[config.mk]
export PLATFORM = sky130hd
export DESIGN_NAME = output_arbiter_flat
export DESIGN_NICKNAME = d
export VERILOG_FILES = /design/src/rtl/noc_pkg.sv /design/src/rtl/output_arbiter_if.sv /design/src/rtl/output_arbiter_rr_pick.sv /design/src/rtl/output_arbiter.sv /design/src/flat_wrapper.sv
export SDC_FILE = /design/constraint.sdc
export NUM_CORES = 1
export LEC_CHECK = 0
export CAP_MARGIN = 40
export CORE_ASPECT_RATIO = 1.1
export CORE_UTILIZATION = 45
export CTS_CLUSTER_DIAMETER = 50
export CTS_CLUSTER_SIZE = 28
export DETAILED_ROUTE_END_ITERATION = 8
export PLACE_DENSITY = 0.8
export SETUP_SLACK_MARGIN = 0.1
export SLEW_MARGIN = 20
export SYNTH_ARGS = -nofsm -noshare
export SYNTH_HDL_FRONTEND = slang
export SYNTH_SLANG_ARGS = --single-unit
[constraint.sdc]
create_clock -name clk -period 3.7 [get_ports clk]
set_input_delay 0.74 -clock clk [delete_from_list [all_inputs] [get_ports clk]]
set_output_delay 0.74 -clock clk [all_outputs]
set_load 0.01 [all_outputs]
[src/rtl/noc_pkg.sv]
// Shared NoC types: arbiter FSM states and flit type encodings.
package noc_pkg;

   typedef enum logic {
      ST_IDLE = 1'b0,
      ST_HOLD = 1'b1
   } arb_state_e;

   typedef enum logic [1:0] {
      TYPE_HEAD     = 2'b00,
      TYPE_BODY     = 2'b01,
      TYPE_TAIL     = 2'b10,
      TYPE_HEADTAIL = 2'b11
   } flit_type_e;

endpackage

[src/rtl/output_arbiter_if.sv]
// Request/grant bundle between the input VCs and one output port arbiter.
interface output_arbiter_if #(
   parameter int REQ_N = 4,
   parameter int IDX_W = $clog2(REQ_N)
);
   logic [REQ_N-1:0] req_i;
   logic [REQ_N-1:0] send_i;
   logic [REQ_N-1:0] tail_i;
   logic             rdy_i;
   logic [REQ_N-1:0] grt_o;
   logic [IDX_W-1:0] grt_idx_o;
   logic             lck_o;
   logic             err_o;

   modport master (
      output req_i, send_i, tail_i, rdy_i,
      input  grt_o, grt_idx_o, lck_o, err_o
   );

   modport slave (
      input  req_i, send_i, tail_i, rdy_i,
      output grt_o, grt_idx_o, lck_o, err_o
   );
endinterface

[src/rtl/output_arbiter_rr_pick.sv]
// Combinational round-robin search: first set request strictly after ptr, wrapping.
module rr_pick #(
   parameter int REQ_N = 4,
   parameter int IDX_W = $clog2(REQ_N)
) (
   input  logic [REQ_N-1:0] req,
   input  logic [IDX_W-1:0] ptr,
   output logic [REQ_N-1:0] onehot,
   output logic [IDX_W-1:0] idx,
   output logic             any
);
   logic [IDX_W-1:0] j;

   always_comb begin
      onehot = '0;
      idx    = '0;
      any    = 1'b0;
      j      = '0;
      for (int i = 1; i <= REQ_N; i++) begin
         j = IDX_W'((int'(ptr) + i) % REQ_N);
         if (!any && req[j]) begin
            any       = 1'b1;
            idx       = j;
            onehot[j] = 1'b1;
         end
      end
   end
endmodule

[src/rtl/output_arbiter.sv]
// Round-robin output port arbiter, packet-locked, registered grant one cycle after request.
// rdy_i low freezes the stall timer so a backpressured owner keeps the port indefinitely.
module output_arbiter
   import noc_pkg::*;
#(
   parameter int REQ_N   = 4,
   parameter int TIMEOUT = 64,
   parameter int IDX_W   = $clog2(REQ_N)
) (
   input logic             clk,
   input logic             rst,
   output_arbiter_if.slave arb
);
   localparam int               CNT_W    = $clog2(TIMEOUT + 1);
   localparam logic [CNT_W-1:0] CNT_MAX  = CNT_W'(TIMEOUT);
   localparam logic [CNT_W-1:0] CNT_LAST = CNT_W'(TIMEOUT - 1);

   arb_state_e       state, state_n;
   logic [REQ_N-1:0] grt_q, grt_n;
   logic [IDX_W-1:0] idx_q, idx_n;
   logic [IDX_W-1:0] ptr_q, ptr_n;
   logic [CNT_W-1:0] cnt_q, cnt_n;
   logic             err_q, err_n;

   logic [REQ_N-1:0] pick_oh;
   logic [IDX_W-1:0] pick_idx;
   logic             pick_any;
   logic             own_send, own_tail, own_req, stalled, stall_hit;

   assign own_send  = arb.send_i[idx_q];
   assign own_tail  = arb.tail_i[idx_q];
   assign own_req   = arb.req_i[idx_q];
   assign stalled   = arb.rdy_i && !own_send;
   assign stall_hit = stalled && (cnt_q >= CNT_LAST);

   // Masking with grt_q drops the owner's own request on handover; in IDLE grt_q is zero.
   rr_pick #(.REQ_N(REQ_N), .IDX_W(IDX_W)) u_pick (
      .req    (arb.req_i & ~grt_q),
      .ptr    ((state == ST_HOLD) ? idx_q : ptr_q),
      .onehot (pick_oh),
      .idx    (pick_idx),
      .any    (pick_any)
   );

   always_comb begin
      state_n = state;
      grt_n   = grt_q;
      idx_n   = idx_q;
      ptr_n   = ptr_q;
      cnt_n   = cnt_q;
      err_n   = err_q | (|(arb.send_i & ~grt_q));
      if (state == ST_IDLE) begin
         cnt_n = '0;
         if (pick_any) begin
            state_n = ST_HOLD;
            grt_n   = pick_oh;
            idx_n   = pick_idx;
         end
      end else if (own_send && own_tail) begin
         ptr_n = idx_q;
         cnt_n = '0;
         if (pick_any) begin
            grt_n = pick_oh;
            idx_n = pick_idx;
         end else begin
            state_n = ST_IDLE;
            grt_n   = '0;
            idx_n   = '0;
         end
      end else if (!own_req || stall_hit) begin
         state_n = ST_IDLE;
         grt_n   = '0;
         idx_n   = '0;
         ptr_n   = idx_q;
         cnt_n   = '0;
         err_n   = 1'b1;
      end else if (own_send) begin
         cnt_n = '0;
      end else if (stalled && cnt_q != CNT_MAX) begin
         cnt_n = cnt_q + CNT_W'(1);
      end
   end

   always_ff @(posedge clk or posedge rst) begin
      if (rst) begin
         state <= ST_IDLE;
         grt_q <= '0;
         idx_q <= '0;
         ptr_q <= IDX_W'(REQ_N - 1);
         cnt_q <= '0;
         err_q <= 1'b0;
      end else begin
         state <= state_n;
         grt_q <= grt_n;
         idx_q <= idx_n;
         ptr_q <= ptr_n;
         cnt_q <= cnt_n;
         err_q <= err_n;
      end
   end

   assign arb.grt_o     = grt_q;
   assign arb.grt_idx_o = idx_q;
   assign arb.lck_o     = (state == ST_HOLD);
   assign arb.err_o     = err_q;
endmodule

[src/flat_wrapper.sv]
// flat-port wrapper written by rule: the top's interface ports become plain ports
module output_arbiter_flat import noc_pkg::*;
#(
   parameter int REQ_N   = 4,
   parameter int TIMEOUT = 64,
   parameter int IDX_W   = $clog2(REQ_N)
)
  (clk, rst, arb_req_i, arb_send_i, arb_tail_i, arb_rdy_i, arb_grt_o, arb_grt_idx_o, arb_lck_o, arb_err_o);
  output_arbiter_if #(.REQ_N(REQ_N), .IDX_W(IDX_W)) arb_i ();
  input logic clk;
  input logic rst;
  input wire logic [$bits(arb_i.req_i)-1:0] arb_req_i;
  input wire logic [$bits(arb_i.send_i)-1:0] arb_send_i;
  input wire logic [$bits(arb_i.tail_i)-1:0] arb_tail_i;
  input wire logic [$bits(arb_i.rdy_i)-1:0] arb_rdy_i;
  output wire logic [$bits(arb_i.grt_o)-1:0] arb_grt_o;
  output wire logic [$bits(arb_i.grt_idx_o)-1:0] arb_grt_idx_o;
  output wire logic [$bits(arb_i.lck_o)-1:0] arb_lck_o;
  output wire logic [$bits(arb_i.err_o)-1:0] arb_err_o;
  assign arb_i.req_i = arb_req_i;
  assign arb_i.send_i = arb_send_i;
  assign arb_i.tail_i = arb_tail_i;
  assign arb_i.rdy_i = arb_rdy_i;
  assign arb_grt_o = arb_i.grt_o;
  assign arb_grt_idx_o = arb_i.grt_idx_o;
  assign arb_lck_o = arb_i.lck_o;
  assign arb_err_o = arb_i.err_o;
  output_arbiter #(.REQ_N(REQ_N), .TIMEOUT(TIMEOUT), .IDX_W(IDX_W)) u_core (.clk(clk), .rst(rst), .arb(arb_i));
endmodule
# Yosys cells after proc, flatten, opt, wreduce, memory -nomap -nowiden

Index checks and enable logic that the tools add are counted.

Output and inout port bits: 8
Bits in registers: 17
Word-level logic and storage cells: 112

Equal/unequal tests: 3
Add/subtract/negate cells: 5
Mux-type cells: 59
Reductions and logical operators: 22
Bitwise logic cells: 7
Order comparisons: 10

Operator list:

| cell                  | number |
|---|---|
| $mux W4               | 9 |
| $mux W7               | 5 |
| $mux W2               | 12 |
| $mux W1               | 22 |
| $lt A2 B3 Y1 const B  | 5 |
| $bmux W1 S2           | 7 |
| $or A4 B4 Y4          | 3 |
| $logic_and A1 B1 Y1   | 11 |
| $and A4 B4 Y4         | 2 |
| $demux W1 S2          | 4 |
| $ge A2 B1 Y1 const B  | 4 |
| $add A7 B1 Y7 const B | 1 |
| $ge A7 B6 Y1 const B  | 1 |
| $ne A7 B7 Y1 const B  | 1 |
| $logic_not A1 Y1      | 5 |
| $ne A5 B5 Y1 const B  | 1 |
| $add A2 B1 Y2 const B | 2 |
| $add A2 B2 Y2 const B | 2 |
| $not A4 Y4            | 1 |
| $reduce_and A2 Y1     | 2 |
| $reduce_bool A2 Y1    | 2 |
| $reduce_or A4 Y1      | 1 |
| $ne A3 B3 Y1 const B  | 1 |
| $logic_or A1 B1 Y1    | 1 |
| $or A1 B1 Y1          | 1 |

# Longest topological paths before layout

Depth after elaboration: 17
Mapped depth: 9

# Cells and area by module

Synthesis repeated with hierarchy kept, for this count alone.

Cell total of the unflattened synthesis: 176
Area total of the unflattened synthesis: 1,634.1 um2

Modules (own cells, without submodules):

| module         | area each (um2) | sequential area each (um2) | instances | cells an instance |
|---|---|---|---|---|
| output_arbiter | 1,004.7         | 427.9                      | 1         | 90 |
| rr_pick        | 629.4           | 0.0                        | 1         | 86 |

# Least setup slack after synthesis

OpenSTA, ideal clock, no wires.

Path kind: reg-to-reg
From: register u_core.state (netlist: u_core.arb.lck_o)
To: register u_core.grt_q[0] (netlist: u_core.arb.grt_o[0])
Data arrival time: 2,569 ps
Stages on the path, launching flop included: 9
Data required time: 3,567 ps
Library setup time: 133 ps
Path buffers: 2
Setup slack: 998 ps
Path through: dfrtp_1 -> buf_6 -> mux2i_4 -> buf_2 -> ha_1 -> mux4_2 -> and3_1 -> a2111oi_0 -> o2bb2ai_1

Word-level cells in the longest chain between the ends: 17

Ends and longest elaborated chain:

| element                                               | line                 | source |
|---|---|---|
| start: declaration                                    | output_arbiter.sv:18 | `arb_state_e state, state_n;` |
| start signal: assignment                              | output_arbiter.sv:93 | `state <= state_n;` |
| branches (longest 17 deep; another with $lt A2 B3 Y1) | --                   |  |
| end signal: assignment                                | output_arbiter.sv:94 | `grt_q <= grt_n;` |
| end: declaration                                      | output_arbiter.sv:19 | `logic [REQ_N-1:0] grt_q, grt_n;` |

Parallel ways; which one is timed is not known. The select of a mux whose other input is x is not followed.
A chain may end at the register's enable or synchronous reset.

# Worst setup path in the final report

From: register u_core.state (netlist: u_core.arb.lck_o)
To: register u_core.grt_q[3] (netlist: u_core.arb.grt_o[3])

The elaborated chain is that of the path after synthesis.

==> metrics.yaml <==
cp-end-kind: "register"
grt_pass1_vias: 1170
final_cell_mix: "22 x clkdlybuf4s50_1, 17 x inv_1, 15 x dfrtp_1"
r2r_cells: 6
grt_usage_pct: 20.36
die_y_microns: 61.59
route.detailed.drc: 0
ys_ff_latch: 17
drt-total-wl_mm: 3.423
status: "completed"
rsz0062_at_grt: "false"
finalHoldViolCount: 0
place.gp.congestion: 0.8669
synth_area_leaders: "dfrtp_1 26%, ha_1 8.6%, mux4_2 7.8%, inv_1 4.4%, o21ai_0 3.8%"
worst-path-max-fanout: 19
yosys_warnings: 0
p_leak_nw: 0.7166
r2r_setup_slack_ns: 0.36
worst_hold_path_type: "register to register"
min_period_ns: 3.343
synth.avg_cell_area_sq_um: 9.312
die_w_microns: 56.17
die_area_sq_mm: 0.003460
async_flop_share_pct: 100.0
p_sw_uw: 634.5
dp_hpwl_mm: 2.662
holdPathStages: 2
worstSkewPairLatency_ns: 0.30
syn_inst: 156
syn_nets: 181
worstSetupEndpoint: "u_core.arb.grt_o[3]"
via_per_inst: 6.146
criticalPathCategory: "register to register"
slew_headroom_pct: 55.61
cts_inserted_buffers: 3
drt_iter0_drc: 84
seqPwrFrac_pct: 24.9
cts.sinks: 17
final_common_cell: "clkdlybuf4s50_1"
io_buffers: 22
synth-edff-count: 0
intPower_uw: 666.6
place_inst: 208
clock-root-buffer: "clkbuf_4"
core_sq_mm: 0.003048
netlist.area_leader.share_pct: 25.84
antenna_found_initial: 0
comb_power_share_pct: 67.4
crit_path_start_kind: "register"
overflow: 0
num_vias: 1303
startpoint: "u_core.arb.lck_o"
post_cts_buffers: 0
htreeDepth: 1
skew_ns: 0.009038
finalCritPeriodShare_pct: 90.34
grt_pass1_wl_mm: 5.437
worstMarginPinSlew_ns: 0.6519
tns_ns: 0
maxCapViolCount: 0
cts_resized: 0
setup-violations-final: 0
fin_area_sq_mm: 0.001714
crit_arrival_ns: 3.51
nets: 204
max_freq_mhz: 299.2
crit_required_ns: 3.87
rr_startpoint: "u_core.arb.lck_o"
powerDensity_mw_per_mm2: 759.1
cts.path.max_buffers: 2
fp-row-count: 21
postPlaceCellArea_sq_mm: 0.001687
drt-wirelength-per-cell_microns: 16.15
ys_seq_area_share_pct: 29.46
boundaryPins: 23
syn_area_sq_mm: 0.001453
initial_core_util_pct: 47.66
fin_cells: 212
antennaDiodeCount: 0
path_clk_slew_ns: 0.10
grt_start_max_net_pins: 20
yosysTopAreaCell: "dfrtp_1"
cts_tree: "built"
synthFlopType: "dfrtp_1"
drv_slew: 0
hold_buffers: 0
area_growth_pct: 18.00
ir_drop_uv: 392.2
firstDrtPassIters: 4
regToRegEndpoint: "u_core.arb.grt_o[3]"
drive_above_1_share_pct: 8.989
p_clk_share_pct: 7.7
ant_nets: 0
power.share.switching_pct: 48.77
yosysUniqueCellTypes: 40
==> worst min path at each step <==
stage / from / end
after floorplan: u_core.cnt_q[5] / u_core.cnt_q[5]
after global placement: u_core.arb.err_o / u_core.arb.err_o
after detailed placement: u_core.arb.err_o / u_core.arb.err_o
after CTS: u_core.arb.err_o / u_core.arb.err_o
after global routing: u_core.arb.err_o / u_core.arb.err_o
final: u_core.arb.err_o / u_core.arb.err_o
==> worst max-delay path, stage by stage, from the launching register on <==
cell       delay, ns
dfrtp_1         0.62
mux2i_4         0.67
ha_1            0.39
mux4_2          0.61
and3_1          0.20
a2111oi_0       0.58
o2bb2ai_1       0.15
==> layer usage <==
| layer | track usage (%) | vias up | part of all wire, % |
|---|---|---|---|
| met4 | 7.666 | 0 | 2.1 |
| met1 | 24.87 | 630 | 44 |
| met3 | 1.891 | 9 | 3.9 |
| li1 | - | 624 | - |
| met5 | 0 | - | 0 |
| met2 | 38.10 | 40 | 50 |
==> stage by stage <==
step | hold slack, ns | power (mW) | setup slack, ns | utilization, %
after floorplan | 0.4855 | 0.9682 | 0.9979 | -
after global placement | 0.4927 | 1.156 | 0.5954 | 55.34
after detailed placement | 0.4892 | 1.191 | 0.4658 | 55.34
after CTS | 0.5121 | 1.291 | 0.4343 | 56.24
after global routing | 0.5584 | 1.390 | 0.2739 | 56.24
final | 0.5104 | 1.301 | 0.3573 | 56.24
==> sequential cells by signal, indices dropped and copies added (netlist names) <==
name	cells
u_core.ptr_q	2
u_core.arb.grt_o	4
u_core.arb.err_o	1
u_core.arb.grt_idx_o	2
u_core.arb.lck_o	1
u_core.cnt_q	7
==> synth_stat cells (5+ instances only) <==
| library cell | instances |
|---|---|
| a21oi_1 | 5 |
| and3_1 | 5 |
| dfrtp_1 | 15 |
| ha_1 | 10 |
| inv_1 | 17 |
| mux4_2 | 5 |
| nand2_1 | 9 |
| nand3_1 | 7 |
| nor2_1 | 12 |
| o21ai_0 | 11 |
| o2bb2ai_1 | 5 |
==> layout make-up <==
type	count	area, sq um
clock inverters	1	5.005
inverters	17	63.81
fillers	271	1334
multi-input cells	118	932.1
repair buffers	22	220.2
clock buffers	3	22.52
well taps	34	42.54
flip-flops and latches	17	427.9
==> kinds of logic (layout without fill, tap and decap cells) <==
group / after synthesis / after routing / synth area share (%)
multiplexers: 15 / 15 / 17.92
flip-flops: 17 / 17 / 29.46
AND/OR/NAND/NOR: 54 / 54 / 18.86
buffers and inverters: 21 / 43 / 6.373
AO/OA/AOI/OAI: 35 / 35 / 16.37
adder cells (fa/ha/maj): 10 / 10 / 8.613
XOR/XNOR: 4 / 4 / 2.412
==> power groups by stage <==
stage	Clock [mW]	Combinational, mW	Sequential, mW
floorplan	0	0.675	0.293
global placement	0	0.832	0.325
detailed placement	0	0.864	0.328
CTS	0.101	0.866	0.324
global route	0.110	0.947	0.334
finish	0.100	0.877	0.324
(Power assumes the default switching activity.)
